<file path="config.mk">
export PLATFORM = sky130hd
export DESIGN_NAME = alu_issue_ctrl_flat
export DESIGN_NICKNAME = d
export VERILOG_FILES = /design/src/rtl/alu_defs.sv /design/src/rtl/alu_issue_ctrl_if.sv /design/src/rtl/alu_ctrl_decode.sv /design/src/rtl/alu_issue_ctrl.sv /design/src/flat_wrapper.sv
export SDC_FILE = /design/constraint.sdc
export NUM_CORES = 1
export LEC_CHECK = 0
export CAP_MARGIN = 20
export CORE_MARGIN = 8
export CORE_UTILIZATION = 42
export DETAILED_ROUTE_END_ITERATION = 7
export GPL_TIMING_DRIVEN = 0
export PLACE_DENSITY_LB_ADDON = 0.2
export SLEW_MARGIN = 10
export SYNTH_ARGS = -nofsm -noshare
export SYNTH_HDL_FRONTEND = slang
export SYNTH_SLANG_ARGS = --single-unit
</file>
<file path="constraint.sdc">
create_clock -name clk_i -period 3 [get_ports clk_i]
set_input_delay 0.6 -clock clk_i [delete_from_list [all_inputs] [get_ports clk_i]]
set_output_delay 0.6 -clock clk_i [all_outputs]
set_load 0.01 [all_outputs]
</file>
<file path="src/rtl/alu_defs.sv">
// Shared definitions for the ALU issue path.
// Contents: ALU control codes, main-decoder op classes, R-type funct codes
// and the issue-controller FSM state encoding.
package alu_defs;

  // ALU control codes
  localparam logic [3:0] ALU_AND = 4'b0000;
  localparam logic [3:0] ALU_OR  = 4'b0001;
  localparam logic [3:0] ALU_ADD = 4'b0010;
  localparam logic [3:0] ALU_NOR = 4'b0101;
  localparam logic [3:0] ALU_SUB = 4'b0110;
  localparam logic [3:0] ALU_SLT = 4'b0111;
  localparam logic [3:0] ALU_MUL = 4'b1000;

  // Main-decoder op classes
  localparam logic [2:0] OP_ADD   = 3'b000;
  localparam logic [2:0] OP_SUB   = 3'b001;
  localparam logic [2:0] OP_RTYPE = 3'b010;
  localparam logic [2:0] OP_SLT   = 3'b011;
  localparam logic [2:0] OP_OR    = 3'b100;
  localparam logic [2:0] OP_AND   = 3'b101;

  // R-type funct field codes
  localparam logic [5:0] FN_ADD = 6'b100000;
  localparam logic [5:0] FN_SUB = 6'b100010;
  localparam logic [5:0] FN_AND = 6'b100100;
  localparam logic [5:0] FN_OR  = 6'b100101;
  localparam logic [5:0] FN_NOR = 6'b100111;
  localparam logic [5:0] FN_SLT = 6'b101010;
  localparam logic [5:0] FN_MUL = 6'b011000;

  typedef enum logic [1:0] {
    ST_IDLE  = 2'b00,
    ST_WAIT  = 2'b01,
    ST_VALID = 2'b10
  } issue_state_e;

endpackage

</file>
<file path="src/rtl/alu_issue_ctrl_if.sv">
// Decode-to-ALU issue bus.
// Upstream side: in_valid_i/in_ready_o handshake with alu_op_i, funct_i,
// src1_i, src2_i. Downstream side: out_valid_o/out_ready_i handshake with
// ctrl_o, src1_o, src2_o, illegal_o.
// master: the environment (decode stage + ALU); slave: the issue controller.
interface alu_issue_ctrl_if #(parameter int DW = 32);
  logic          in_valid_i;
  logic          in_ready_o;
  logic [2:0]    alu_op_i;
  logic [5:0]    funct_i;
  logic [DW-1:0] src1_i;
  logic [DW-1:0] src2_i;
  logic          out_valid_o;
  logic          out_ready_i;
  logic [3:0]    ctrl_o;
  logic [DW-1:0] src1_o;
  logic [DW-1:0] src2_o;
  logic          illegal_o;

  modport master (
    output in_valid_i, alu_op_i, funct_i, src1_i, src2_i, out_ready_i,
    input  in_ready_o, out_valid_o, ctrl_o, src1_o, src2_o, illegal_o
  );

  modport slave (
    input  in_valid_i, alu_op_i, funct_i, src1_i, src2_i, out_ready_i,
    output in_ready_o, out_valid_o, ctrl_o, src1_o, src2_o, illegal_o
  );
endinterface

</file>
<file path="src/rtl/alu_ctrl_decode.sv">
// Combinational ALU control decoder.
// Ports: alu_op (main-decoder class), funct (R-type funct field) ->
//        ctrl (4-bit ALU control), illegal (undecodable), is_mul (multiply).
// Undecodable inputs yield ctrl=AND code with illegal=1 and is_mul=0.
module alu_ctrl_decode
  import alu_defs::*;
(
  input  logic [2:0] alu_op,
  input  logic [5:0] funct,
  output logic [3:0] ctrl,
  output logic       illegal,
  output logic       is_mul
);

  always_comb begin
    ctrl    = ALU_AND;
    illegal = 1'b0;
    is_mul  = 1'b0;
    case (alu_op)
      OP_ADD: ctrl = ALU_ADD;
      OP_SUB: ctrl = ALU_SUB;
      OP_SLT: ctrl = ALU_SLT;
      OP_OR:  ctrl = ALU_OR;
      OP_AND: ctrl = ALU_AND;
      OP_RTYPE: begin
        case (funct)
          FN_ADD: ctrl = ALU_ADD;
          FN_SUB: ctrl = ALU_SUB;
          FN_AND: ctrl = ALU_AND;
          FN_OR:  ctrl = ALU_OR;
          FN_NOR: ctrl = ALU_NOR;
          FN_SLT: ctrl = ALU_SLT;
          FN_MUL: begin
            ctrl   = ALU_MUL;
            is_mul = 1'b1;
          end
          default: illegal = 1'b1;
        endcase
      end
      default: illegal = 1'b1;
    endcase
  end

endmodule

</file>
<file path="src/rtl/alu_issue_ctrl.sv">
// Single-entry issue buffer between decode and the ALU.
// Ports: clk_i (rising edge), rst_i (synchronous, active-high),
//        bus (alu_issue_ctrl_if.slave): upstream valid/ready + decoded fields
//        and operands in, registered ALU control/operands + valid/ready out.
// Multiply ops are held MUL_LAT cycles (1..15) from accept to out_valid_o.
//
// state    | meaning
// ST_IDLE  | buffer empty, ready to accept
// ST_WAIT  | multiply captured, counting down until the multiplier settles
// ST_VALID | op presented to the ALU, held until out_ready_i
module alu_issue_ctrl
  import alu_defs::*;
#(
  parameter int MUL_LAT = 4,
  parameter int DW      = 32
) (
  input logic             clk_i,
  input logic             rst_i,
  alu_issue_ctrl_if.slave bus
);

  localparam bit         MUL_WAIT = (MUL_LAT > 1);
  localparam logic [3:0] LAT_LOAD = 4'(MUL_LAT - 1);

  issue_state_e  state, state_n;
  logic [3:0]    cnt;
  logic [3:0]    ctrl_q;
  logic          illegal_q;
  logic [DW-1:0] src1_q, src2_q;

  logic [3:0]    dec_ctrl;
  logic          dec_illegal;
  logic          dec_mul;
  logic          in_ready;
  logic          accept;

  alu_ctrl_decode u_decode (
    .alu_op  (bus.alu_op_i),
    .funct   (bus.funct_i),
    .ctrl    (dec_ctrl),
    .illegal (dec_illegal),
    .is_mul  (dec_mul)
  );

  assign accept = bus.in_valid_i && in_ready;

  // State register
  always_ff @(posedge clk_i) begin
    if (rst_i) state <= ST_IDLE;
    else       state <= state_n;
  end

  // Next-state logic
  always_comb begin
    state_n = state;
    case (state)
      ST_IDLE: begin
        if (accept) state_n = (dec_mul && MUL_WAIT) ? ST_WAIT : ST_VALID;
      end
      ST_WAIT: begin
        if (cnt == 4'd1) state_n = ST_VALID;
      end
      ST_VALID: begin
        if (bus.out_ready_i) begin
          if (accept) state_n = (dec_mul && MUL_WAIT) ? ST_WAIT : ST_VALID;
          else        state_n = ST_IDLE;
        end
      end
      default: state_n = ST_IDLE;
    endcase
  end

  // Output logic; ready is combinational on out_ready_i so a drain and a
  // new accept can share one cycle.
  always_comb begin
    in_ready        = (state == ST_IDLE) || ((state == ST_VALID) && bus.out_ready_i);
    bus.out_valid_o = (state == ST_VALID);
  end

  assign bus.in_ready_o = in_ready;

  // Multiply settle counter
  always_ff @(posedge clk_i) begin
    if (rst_i)                              cnt <= 4'd0;
    else if (accept && dec_mul && MUL_WAIT) cnt <= LAT_LOAD;
    else if (state == ST_WAIT)              cnt <= cnt - 4'd1;
  end

  // Issue register set; loads only on accept, never cleared on drain.
  always_ff @(posedge clk_i) begin
    if (rst_i) begin
      ctrl_q    <= ALU_AND;
      illegal_q <= 1'b0;
      src1_q    <= '0;
      src2_q    <= '0;
    end else if (accept) begin
      ctrl_q    <= dec_ctrl;
      illegal_q <= dec_illegal;
      src1_q    <= bus.src1_i;
      src2_q    <= bus.src2_i;
    end
  end

  assign bus.ctrl_o    = ctrl_q;
  assign bus.illegal_o = illegal_q;
  assign bus.src1_o    = src1_q;
  assign bus.src2_o    = src2_q;

endmodule

</file>
<file path="src/flat_wrapper.sv">
// flat-port wrapper written by rule: the top's interface ports become plain ports
module alu_issue_ctrl_flat import alu_defs::*;
#(
  parameter int MUL_LAT = 4,
  parameter int DW      = 32
)
  (clk_i, rst_i, bus_in_valid_i, bus_alu_op_i, bus_funct_i, bus_src1_i, bus_src2_i, bus_out_ready_i, bus_in_ready_o, bus_out_valid_o, bus_ctrl_o, bus_src1_o, bus_src2_o, bus_illegal_o);
  alu_issue_ctrl_if #(.DW(DW)) bus_i ();
  input logic clk_i;
  input logic rst_i;
  input wire logic [$bits(bus_i.in_valid_i)-1:0] bus_in_valid_i;
  input wire logic [$bits(bus_i.alu_op_i)-1:0] bus_alu_op_i;
  input wire logic [$bits(bus_i.funct_i)-1:0] bus_funct_i;
  input wire logic [$bits(bus_i.src1_i)-1:0] bus_src1_i;
  input wire logic [$bits(bus_i.src2_i)-1:0] bus_src2_i;
  input wire logic [$bits(bus_i.out_ready_i)-1:0] bus_out_ready_i;
  output wire logic [$bits(bus_i.in_ready_o)-1:0] bus_in_ready_o;
  output wire logic [$bits(bus_i.out_valid_o)-1:0] bus_out_valid_o;
  output wire logic [$bits(bus_i.ctrl_o)-1:0] bus_ctrl_o;
  output wire logic [$bits(bus_i.src1_o)-1:0] bus_src1_o;
  output wire logic [$bits(bus_i.src2_o)-1:0] bus_src2_o;
  output wire logic [$bits(bus_i.illegal_o)-1:0] bus_illegal_o;
  assign bus_i.in_valid_i = bus_in_valid_i;
  assign bus_i.alu_op_i = bus_alu_op_i;
  assign bus_i.funct_i = bus_funct_i;
  assign bus_i.src1_i = bus_src1_i;
  assign bus_i.src2_i = bus_src2_i;
  assign bus_i.out_ready_i = bus_out_ready_i;
  assign bus_in_ready_o = bus_i.in_ready_o;
  assign bus_out_valid_o = bus_i.out_valid_o;
  assign bus_ctrl_o = bus_i.ctrl_o;
  assign bus_src1_o = bus_i.src1_o;
  assign bus_src2_o = bus_i.src2_o;
  assign bus_illegal_o = bus_i.illegal_o;
  alu_issue_ctrl #(.MUL_LAT(MUL_LAT), .DW(DW)) u_core (.clk_i(clk_i), .rst_i(rst_i), .bus(bus_i));
endmodule
</file>
==> flow_metrics.env <==
export IMPL_outcome="finished, final reports clean"
export IMPL_cts_path_max_buffers=2
export IMPL_vias=2946
export IMPL_yosysSeqAreaShare_pct=52.7
export IMPL_viasPerCell=4.89
export IMPL_worstSetupStartpoint="bus_out_ready_i"
export IMPL_ant_nets=0
export IMPL_grt_start_max_net_pins=13
export IMPL_setup_violations_final=0
export IMPL_dieArea_um2=9680
export IMPL_synth_area_top_cells="dfxtp_1 53%, nand2_1 18%, a21oi_1 12%"
export IMPL_track_usage_pct=18.3
export IMPL_die_h_um=98.4
export IMPL_dr_pass1_iters=4
export IMPL_crit_buf_inv=2
export IMPL_ir_drop_mv=0.347
export IMPL_grt_pass1_wl_um=14300
export IMPL_remaining_drc_errors=0
export IMPL_cp_start_kind="input port"
export IMPL_synth_top_area_share_pct=52.7
export IMPL_io_pins=148
export IMPL_yosys_most_used_dff="dfxtp_1"
export IMPL_dp_slack_ns=0.567
export IMPL_ys_ff_latch=75
export IMPL_ys_types=36
export IMPL_final_cell_mix="146 x clkdlybuf4s50_1, 139 x nand2_1, 75 x dfxtp_1"
export IMPL_die_x_um=98.4
export IMPL_rsz0062_at_grt="no"
export IMPL_max_freq_ghz=0.411
export IMPL_cp_arrival_ns=1.84
export IMPL_cts_resized=0
export IMPL_n_fill_cell=557
export IMPL_diodes=0
export IMPL_period_needed_ns=2.44
export IMPL_cts_buffers_inserted=9
export IMPL_max_slew_margin_rel_pct=65.4
export IMPL_final_core_util_pct=70.1
export IMPL_cts_setup_buffers=0
export IMPL_synth_edf_count=0
export IMPL_critPathTopFamily="buffers and inverters"
export IMPL_path_class="in -> out"
export IMPL_syn_num_nets=440
export IMPL_cts_num_sinks=75
export IMPL_crit_path_end_kind="primary output"
export IMPL_clk_latency_ns=0.35
export IMPL_slowest_stage="clkdlybuf4s50_1"
export IMPL_setup_ws_ns=0.565
export IMPL_initial_utilization_pct=42.7
export IMPL_final_common_cell="clkdlybuf4s50_1"
export IMPL_antenna_found_initial=0
export IMPL_cts_root_buffer="clkbuf_8"
export IMPL_port_buffers=146
export IMPL_synth_warnings=0
export IMPL_gp_congestion=0.748
export IMPL_maxSlewViolCount=0
export IMPL_post_dp_hpwl_um=6720
export IMPL_path_max_fanout=3
export IMPL_cts_tree="yes"
export IMPL_grt_ovfl_total=0
export IMPL_cp_common_cell="clkdlybuf4s50_1"
export IMPL_worstPathCellList="clkdlybuf4s50_1 > nor2b_1 > nor2_1 > clkdlybuf4s50_1"
export IMPL_final_setup_tns_ns=0
export IMPL_clock_skew_ns=0.00832
export IMPL_drv_cap=0
export IMPL_path_clk_slew_ns=0.08
export IMPL_leakage_nw=1.75
export IMPL_hold_viol_final=0
export IMPL_worstPathRequired_ns=2.40
export IMPL_tightest_slew_ns=0.519
export IMPL_routedWlPerCell_um=14.3
export IMPL_core_um2=6680
export IMPL_period_share_pct=81.2
export IMPL_area_growth_pct=64.4
export IMPL_syn_inst=361
export IMPL_wl_um=8630
export IMPL_hold_start="u_core.bus.src2_o[23]"
export IMPL_p_per_area_nw_per_um2=539
export IMPL_avgSynthCellArea_um2=7.90
export IMPL_detail_route_iter0_violations=84
export IMPL_async_flop_share_pct=0
export IMPL_cts_htree_levels=3
export IMPL_nets=597
export IMPL_num_rows=30
export IMPL_cp_slowest_stage_delay_ns=0.55
export IMPL_synth_largest_area_cell="dfxtp_1"
export IMPL_hp_class="reg -> reg"
export IMPL_grt_pass1_vias=3013
export IMPL_timing_rr_start="u_core.state[1]"
export IMPL_drive_above_1_share_pct=6.31
export IMPL_cts_hold_buf=0
export IMPL_syn_area_um2=2850
[area by class of cell]
class                   count  area (um2)  area share, %
flip-flops and latches     75        1500           32.0
plain buffers              24         114           2.43
well taps                  80         100           2.14
clock buffers              12         155           3.31
inverters                   4        15.0          0.320
clock inverters             4         120           2.56
multi-input cells         258        1220           26.0
repair buffers            146        1460           31.2
[synth_stat cells (3+ instances only)]
| library cell | n |
|---|---|
| a31oi_1 | 3 |
| clkbuf_1 | 13 |
| a21oi_1 | 70 |
| inv_1 | 3 |
| dfxtp_1 | 75 |
| buf_4 | 4 |
| nand2b_1 | 3 |
| nor2b_1 | 4 |
| nand2_1 | 139 |
| nor3_1 | 5 |
| buf_2 | 7 |
| nor2_1 | 8 |
[layer usage]
layer | track usage (%) | share of wire (%) | up-vias
met2 | 31.5 | 49 | 111
li1 | - | - | 1495
met5 | 0 | 0 | -
met3 | 8.75 | 10 | 20
met4 | 8.85 | 2.4 | 0
met1 | 18.2 | 38 | 1320
[worst paths after layout]
| path | endpoint | slack (ns) | cells past startpoint |
|---|---|---|---|
| min | u_core.bus.src2_o[23] | 0.45 | 2 |
| max reg2reg | u_core.bus.src1_o[3] | 1.46 | 6 |
| min reg2reg | u_core.bus.src2_o[23] | 0.45 | 2 |
| max | bus_in_ready_o | 0.56 | 4 |
[state kept, by name, summed over array words and instances, names as in the netlist]
name / flops
u_core.bus.illegal_o: 1
u_core.cnt: 4
u_core.bus.ctrl_o: 4
u_core.state: 2
u_core.bus.src2_o: 32
u_core.bus.src1_o: 32
[cell families after synthesis]
kind of cell	share of synthesized area (%)
AND/OR/NAND/NOR	25.2
XOR/XNOR	0.922
buffers and inverters	4.52
AO/OA/AOI/OAI	15.8
adder cells (fa/ha/maj)	0.878
flip-flops	52.7
[tightest hold or removal path: stages (launching register included)]
cell	delay [ns]
dfxtp_1	0.31
nand2_1	0.05
a21oi_1	0.05
[report_power, final]
part           switching (mW)  total (mW)  internal [mW]
clock network           0.362        1.05          0.683
logic                   0.173       0.403          0.230
registers              0.0262        1.08           1.05
total                   0.561        2.53           1.96
[per-stage QoR]
step,hold slack [ns],area (um2),power [mW],cells
floorplan,0.481,2850,1.25,361
global placement,0.441,4410,1.50,587
detailed placement,0.446,4410,1.51,587
CTS,0.456,4690,2.56,603
global route,0.476,4690,2.64,603
finish,0.454,4690,2.53,603
(Power assumes the default switching activity.)
